<file path="config.mk">
export PLATFORM = sky130hd
export DESIGN_NAME = p2s_serializer
export DESIGN_NICKNAME = d
export VERILOG_FILES = /design/src/rtl/p2s_pkg.sv /design/src/rtl/p2s_lane.sv /design/src/rtl/p2s_serializer.sv
export SDC_FILE = /design/constraint.sdc
export NUM_CORES = 1
export LEC_CHECK = 0
export ABC_AREA = 1
export BUFFER_PORTS_ARGS = -buffer_cell sky130_fd_sc_hd__buf_4
export CELL_PAD_IN_SITES_DETAIL_PLACEMENT = 0
export CELL_PAD_IN_SITES_GLOBAL_PLACEMENT = 1
export CORE_MARGIN = 10
export CORE_UTILIZATION = 43
export CTS_BUF_LIST = sky130_fd_sc_hd__clkbuf_4 sky130_fd_sc_hd__clkbuf_8
export CTS_CLUSTER_SIZE = 25
export DETAILED_ROUTE_END_ITERATION = 6
export PLACE_DENSITY = 0.88
export SLEW_MARGIN = 20
export SYNTH_ARGS = -nofsm -noshare
export SYNTH_HDL_FRONTEND = slang
export SYNTH_SLANG_ARGS = --single-unit
export TNS_END_PERCENT = 1
</file>
<file path="constraint.sdc">
create_clock -name Sclk -period 2.44 [get_ports Sclk]
set_clock_uncertainty 0.2 [all_clocks]
set_input_delay 0.244 -clock Sclk [delete_from_list [all_inputs] [get_ports Sclk]]
set_output_delay 0.244 -clock Sclk [all_outputs]
set_load 0.02 [all_outputs]
</file>
<file path="src/rtl/p2s_pkg.sv">
// ---------------------------------------------------------------------------
// p2s_pkg -- shared definitions for the parallel-to-serial serializer.
//
// Contents:
//   p2s_state_e  : serializer FSM states (P2S_IDLE, P2S_SHIFT)
//   P2S_DATA_W   : default bits per channel word
//   P2S_NUM_CH   : default channel count (0 = left, 1 = right)
//   P2S_BIDX_W   : default width of the bit index output
// ---------------------------------------------------------------------------
package p2s_pkg;

  typedef enum logic {
    P2S_IDLE  = 1'b0,
    P2S_SHIFT = 1'b1
  } p2s_state_e;

  localparam int P2S_DATA_W = 40;
  localparam int P2S_NUM_CH = 2;
  localparam int P2S_BIDX_W = 6;

endpackage

</file>
<file path="src/rtl/p2s_lane.sv">
// ---------------------------------------------------------------------------
// p2s_lane -- one channel's shift register and serial bit select.
//
// The lane captures its channel word on load and then shifts one bit per
// clock in the direction chosen by lsb_first. The presented bit is always
// the end of the register that leaves first, so no index arithmetic is
// needed per lane.
//
// Ports:
//   clk        in   bit clock
//   srst       in   synchronous active-high reset (clears the register)
//   load       in   capture word into the shift register
//   shift      in   advance to the next bit
//   lsb_first  in   1 = LSB leaves first, 0 = MSB leaves first
//   active     in   lane is presenting a valid bit (else output forced 0)
//   word       in   DATA_W-bit channel word
//   bit_out    out  serial bit for this channel
// ---------------------------------------------------------------------------
module p2s_lane
  import p2s_pkg::*;
#(
  parameter int DATA_W = P2S_DATA_W
) (
  input  logic              clk,
  input  logic              srst,
  input  logic              load,
  input  logic              shift,
  input  logic              lsb_first,
  input  logic              active,
  input  logic [DATA_W-1:0] word,
  output logic              bit_out
);

  logic [DATA_W-1:0] sh_reg;

  always_ff @(posedge clk) begin
    if (srst) begin
      sh_reg <= '0;
    end else if (load) begin
      sh_reg <= word;
    end else if (shift) begin
      if (lsb_first) begin
        sh_reg <= {1'b0, sh_reg[DATA_W-1:1]};
      end else begin
        sh_reg <= {sh_reg[DATA_W-2:0], 1'b0};
      end
    end
  end

  // Idle lanes drive zero regardless of what is left in the register.
  assign bit_out = active & (lsb_first ? sh_reg[0] : sh_reg[DATA_W-1]);

endmodule

</file>
<file path="src/rtl/p2s_serializer.sv">
// ---------------------------------------------------------------------------
// p2s_serializer -- multi-channel parallel-to-serial converter.
//
// A single holding buffer accepts NUM_CH channel words with a valid/ready
// handshake. A Frame strobe moves the buffer into the per-lane shift
// registers and DATA_W bits are then presented per channel, one per Sclk.
// A Frame on the last bit of a word reloads with no gap.
//
// Optional feature: define P2S_UNDERRUN_EN to build the sticky Underrun
// detector (a Frame arriving while the buffer is empty). Without it,
// Underrun is tied low.
//
// Ports:
//   Sclk        in   serial bit clock (sole clock)
//   Reset       in   synchronous active-high reset
//   Frame       in   frame-start strobe, one Sclk cycle
//   InValid     in   parallel word offered
//   InReady     out  holding buffer can accept a word
//   Outputdata  in   channel words, channel c at [c*DATA_W +: DATA_W]
//   LsbFirst    in   bit order (1 = LSB first), sampled at frame load
//   SerialOut   out  one serial bit per channel
//   OutReady    out  SerialOut holds a valid bit
//   BitIdx      out  index of the bit on SerialOut, all-ones when idle
//   Underrun    out  sticky empty-buffer Frame flag
// ---------------------------------------------------------------------------
module p2s_serializer
  import p2s_pkg::*;
#(
  parameter int DATA_W = P2S_DATA_W,
  parameter int NUM_CH = P2S_NUM_CH,
  parameter int BIDX_W = P2S_BIDX_W
) (
  input  logic                     Sclk,
  input  logic                     Reset,
  input  logic                     Frame,
  input  logic                     InValid,
  output logic                     InReady,
  input  logic [NUM_CH*DATA_W-1:0] Outputdata,
  input  logic                     LsbFirst,
  output logic [NUM_CH-1:0]        SerialOut,
  output logic                     OutReady,
  output logic [BIDX_W-1:0]        BitIdx,
  output logic                     Underrun
);

  localparam int WORD_W = NUM_CH * DATA_W;
  localparam logic [BIDX_W-1:0] LAST_CNT = BIDX_W'(DATA_W - 1);

  p2s_state_e        state_reg, state_next;
  logic [BIDX_W-1:0] cnt_reg,   cnt_next;
  logic              lsb_reg,   lsb_next;
  logic [WORD_W-1:0] buf_reg,   buf_next;
  logic              full_reg,  full_next;

  logic last_bit;
  logic frame_window;
  logic load;
  logic shift_en;
  logic accept;

  // A Frame is only acted on in IDLE or on the final bit of a word; in the
  // middle of a word it is ignored so the current word completes intact.
  assign last_bit     = (state_reg == P2S_SHIFT) && (cnt_reg == LAST_CNT);
  assign frame_window = (state_reg == P2S_IDLE) || last_bit;
  assign load         = Frame && full_reg && frame_window;

  // The buffer frees up in the same cycle it is loaded, so a new word can
  // be accepted while the previous one moves into the shift registers.
  assign InReady = !full_reg || load;
  assign accept  = InValid && InReady;

  // -------------------------------------------------------------------------
  // FSM state register
  // -------------------------------------------------------------------------
  always_ff @(posedge Sclk) begin
    if (Reset) begin
      state_reg <= P2S_IDLE;
    end else begin
      state_reg <= state_next;
    end
  end

  // -------------------------------------------------------------------------
  // FSM next state, bit counter and shift control
  // -------------------------------------------------------------------------
  always_comb begin
    state_next = state_reg;
    cnt_next   = cnt_reg;
    lsb_next   = lsb_reg;
    shift_en   = 1'b0;

    case (state_reg)
      P2S_IDLE: begin
        if (load) begin
          state_next = P2S_SHIFT;
          cnt_next   = '0;
          lsb_next   = LsbFirst;
        end
      end

      P2S_SHIFT: begin
        if (last_bit) begin
          if (load) begin
            // Seamless reload: next word's first bit follows directly.
            cnt_next = '0;
            lsb_next = LsbFirst;
          end else begin
            state_next = P2S_IDLE;
            cnt_next   = '0;
          end
        end else begin
          shift_en = 1'b1;
          cnt_next = cnt_reg + 1'b1;
        end
      end

      default: begin
        state_next = P2S_IDLE;
        cnt_next   = '0;
      end
    endcase
  end

  // -------------------------------------------------------------------------
  // Holding buffer
  // -------------------------------------------------------------------------
  always_comb begin
    buf_next  = buf_reg;
    full_next = full_reg;
    if (accept) begin
      buf_next  = Outputdata;
      full_next = 1'b1;
    end else if (load) begin
      full_next = 1'b0;
    end
  end

  always_ff @(posedge Sclk) begin
    if (Reset) begin
      cnt_reg  <= '0;
      lsb_reg  <= 1'b0;
      buf_reg  <= '0;
      full_reg <= 1'b0;
    end else begin
      cnt_reg  <= cnt_next;
      lsb_reg  <= lsb_next;
      buf_reg  <= buf_next;
      full_reg <= full_next;
    end
  end

  // -------------------------------------------------------------------------
  // Outputs
  // -------------------------------------------------------------------------
  assign OutReady = (state_reg == P2S_SHIFT);

  // The counter always runs upward; BitIdx mirrors it for MSB-first order.
  always_comb begin
    BitIdx = '1;
    if (OutReady) begin
      BitIdx = lsb_reg ? cnt_reg : (LAST_CNT - cnt_reg);
    end
  end

  generate
    for (genvar gi = 0; gi < NUM_CH; gi++) begin : g_lane
      p2s_lane #(
        .DATA_W (DATA_W)
      ) u_lane (
        .clk       (Sclk),
        .srst      (Reset),
        .load      (load),
        .shift     (shift_en),
        .lsb_first (lsb_reg),
        .active    (OutReady),
        .word      (buf_reg[gi*DATA_W +: DATA_W]),
        .bit_out   (SerialOut[gi])
      );
    end
  endgenerate

`ifdef P2S_UNDERRUN_EN
  // An empty-buffer Frame in the frame window means a frame was missed.
  logic underrun_reg;

  always_ff @(posedge Sclk) begin
    if (Reset) begin
      underrun_reg <= 1'b0;
    end else if (Frame && !full_reg && frame_window) begin
      underrun_reg <= 1'b1;
    end
  end

  assign Underrun = underrun_reg;
`else
  assign Underrun = 1'b0;
`endif

endmodule

</file>
==> out/results.txt <==
CP top delay family -> flip-flops
Sw power -> 0.00173 W
CTS buffer count -> 17
Synth Area in Compound Gates -> 8.09%
H-tree depth -> 4
Hold EP -> full_reg$_SDFFE_PP0P_
Worst slew margin -> 38.3%
Flops & latches, synth -> 169
Critical path peak fanout -> 6
Syn Area/Cell -> 6.29 sq um
Pint -> 0.00457 W
Actual slew at the worst max-slew pin -> 923 ps
Leak -> 5.59 nW
Global-route wire length before repair -> 40100 microns
CP arrival -> 1870 ps
CP Class -> reg -> out
Initial antenna violation count -> 0
Seq/Total Area, Yosys -> 38.2%
Post-Synth Simple-Gate Area -> 40.7%
DR iter-0 viols -> 727
Synth top area cells -> dfxtp_1 (38%), nand2_1 (17%), nand3_1 (15%)
Proportion of power drawn by the clock network -> 35.4%
Comb pwr share -> 16.5%
Synth Area in Adders -> 0.424%
Overflow after GRT -> 0
Die width -> 163 microns
Largest stage delay on the critical path -> 350 ps
Dpl hpwl -> 13900 microns
Mapped Cells -> 1406
CP max stage cell -> dfxtp_1
Synth Area in XOR/XNOR -> 0.0990%
Grt peak-use layer -> met2
Fin Setup TNS -> 0 ps
Layout fillers -> 2003
Grt met3 use -> 3.85%
DRT Wirelength -> 23200 microns
Routed len/inst -> 13.0 microns
Die height -> 163 microns
Core ar. -> 20200 sq um
Clock Sinks -> 169
Final net count -> 1599
Sequential power share -> 48.1%
RSZ-0062 raised after global routing -> false
Worst reg2reg path startpoint -> cnt_reg[3]$_SDFFE_PP0P_
Largest net degree at the start of global routing -> 133
Share of the synthesized area in the top cell type -> 38.2%
Max-slew violations -> 0
Placed Area -> 9620 sq um
Starting density of the core -> 43.7%
Finish-stage setup viols -> 0
CP Buf/Inv Count -> 2
Reg2Reg Capture Point -> g_lane[0].u_lane.sh_reg[29]$_SDFFE_PP0P_
Critical Path RT -> 2000 ps
Worst min-delay path class -> in -> reg
FF-to-FF setup slack -> 220 ps
ANT nets after route -> 0
M2 GR Usage -> 28.0%
VDD IR max -> 0.357 mV
Row cnt -> 52
Initial DRT Pass Iterations -> 5
Area grow syn2layout -> 23.3%
# Max-Cap Violations -> 0
RePlAce Congestion -> 0.781
Yosys cell types -> 23
Clock root buffer -> clkbuf_8
Run status -> completed
Final Cell Area -> 10900 sq um
Syn nets -> 1494
Largest area contributor in the netlist -> dfxtp_1
Setup crit end kind -> output port
DR vias -> 8843
Pwr Density -> 577 nW/um^2
Synthesized cell area -> 8850 sq um
Post-synthesis mux area share -> 0%
IO Port Bufs -> 94
Largest family of logic cells by synthesized area -> simple AND/OR/NAND/NOR gates
Startpoint Class -> flip-flop
Vias per std cell -> 4.93
TritonCTS clock tree -> built
Reg clk slew, reported paths -> 90 ps
Die Footprint -> 26700 sq um
Final period util -> 94.7%
Vias in the first global route -> 8304
R2R depth -> 7
Drt drc -> 0
Worst Hold Depth -> 3
Switching share of power -> 27.5%
Worst-skew pair later-pin latency -> 470 ps
Yosys warns -> 0
Total track usage -> 17.6%
Count of final hold-check violations -> 0
Min-delay src -> InValid
Clock tree buffer depth -> 2
Max Clock Freq -> 433 MHz
IO Pins -> 96
Met1 usage -> 23.9%
Crit path time final -> 2310 ps
Layout cells sized above 1 -> 10.5%
Ant. Diodes -> 0
Cell Chain, Critical Path -> inv_1 -> ha_1 -> nand2_1 -> o21bai_4 -> nand2_4 -> nand2_8 -> buf_4
-- power by group through the flow --
stage / combinational, W / sequential (W) / clock [W]
3_5_place_dp: 0.000931 / 0.00309 / 0
2_1_floorplan: 0.000681 / 0.00306 / 0
5_1_grt: 0.00118 / 0.00306 / 0.00237
6_report: 0.00104 / 0.00303 / 0.00223
4_1_cts: 0.00104 / 0.00303 / 0.00227
3_3_place_gp: 0.000919 / 0.00309 / 0
-- final cells by class --
class,count,area [sq um],share of cell area [%]
Inverter,143,539,4.94
Tap cell,270,338,3.10
Clock buffer,21,277,2.53
Sequential cell,169,3390,31.0
Clock inverter,11,169,1.55
Multi-Input combinational cell,982,4390,40.2
Timing Repair Buffer,198,1820,16.6
-- logic make-up after synthesis --
logic type	count (synthesis)
AOI/OAI and AO/OA	139
xor gates and xnor gates	1
adders and majority gates	3
buffers and inverters	255
DFF	169
other	1
and+or+nand+nor	838
-- placed cells by master, fill, tap and decap left out --
cell / count
a21oi_1: 97
a21oi_4: 1
buf_12: 10
buf_4: 106
bufinv_16: 4
clkbuf_4: 2
clkbuf_8: 19
clkinv_2: 2
clkinv_4: 2
clkinvlp_4: 2
conb_1: 1
dfxtp_1: 168
dfxtp_4: 1
dlygate4sd3_1: 82
ha_1: 3
inv_1: 138
inv_2: 4
inv_4: 2
nand2_1: 409
nand2_2: 1
nand2_4: 1
nand2_8: 1
nand3_1: 265
nand3b_1: 27
nor2_1: 133
nor2_4: 1
o211ai_1: 1
o21ai_0: 39
o21bai_4: 1
xor2_1: 1
-- per-layer routing --
metal / up-vias / part of all wire [%]
met5: - / 0
met4: 0 / 0.75
met3: 12 / 4.9
met2: 183 / 45
met1: 4010 / 50
li1: 4638 / -
-- tightest hold or removal path: stages --
cell,delay [ps]
buf_4,240
inv_1,90
a21oi_1,60
-- synth_stat cells --
cell and count:
a21oi_4 1, nand2_1 410, nand3_1 265, nor2_4 1
buf_8 1, conb_1 1, nand2_4 2, clkbuf_1 65
o21bai_2 1, nand3b_1 27, buf_6 9, buf_2 15
inv_2 5, buf_1 10, ha_1 3, o21ai_0 39
a21oi_1 97, o211ai_1 1, inv_1 138, xor2_1 1
nor2_1 133, buf_4 12, dfxtp_1 169
-- stage by stage --
step	utilization, %	instances	worst slack [ps]	hold WS (ps)	power [W]
2_1_floorplan	-	1406	480	208	0.00374
3_3_place_gp	47.6	1678	311	252	0.00401
3_5_place_dp	47.6	1678	214	260	0.00403
4_1_cts	53.8	1792	38.6	17.1	0.00634
5_1_grt	53.9	1794	0.378	62.5	0.00661
6_report	53.9	1794	129	46.9	0.00630
-- what timing repair did --
item                                    in CTS  in global routing
resized for setup                            0                  1
hold buffers                                82                  0
endpoints found under the setup margin       0                  5
hold endpoints to repair                    87                  0
setup buffers                                0                  2
-- worst max path at each step --
stage | end | cells past startpoint | slack (ps) | start
finish | InReady | 7 | 130 | cnt_reg[3]$_SDFFE_PP0P_
global placement | g_lane[0].u_lane.sh_reg[4]$_SDFFE_PP0P_ | 9 | 310 | cnt_reg[3]$_SDFFE_PP0P_
CTS | InReady | 7 | 40 | cnt_reg[3]$_SDFFE_PP0P_
global route | g_lane[1].u_lane.sh_reg[39]$_SDFFE_PP0P_ | 10 | 0.4 | cnt_reg[3]$_SDFFE_PP0P_
floorplan | BitIdx[5] | 5 | 480 | lsb_reg$_SDFFE_PP0P_
detailed placement | g_lane[0].u_lane.sh_reg[29]$_SDFFE_PP0P_ | 7 | 210 | cnt_reg[3]$_SDFFE_PP0P_
Note: power is estimated with default switching activity, not from simulation.
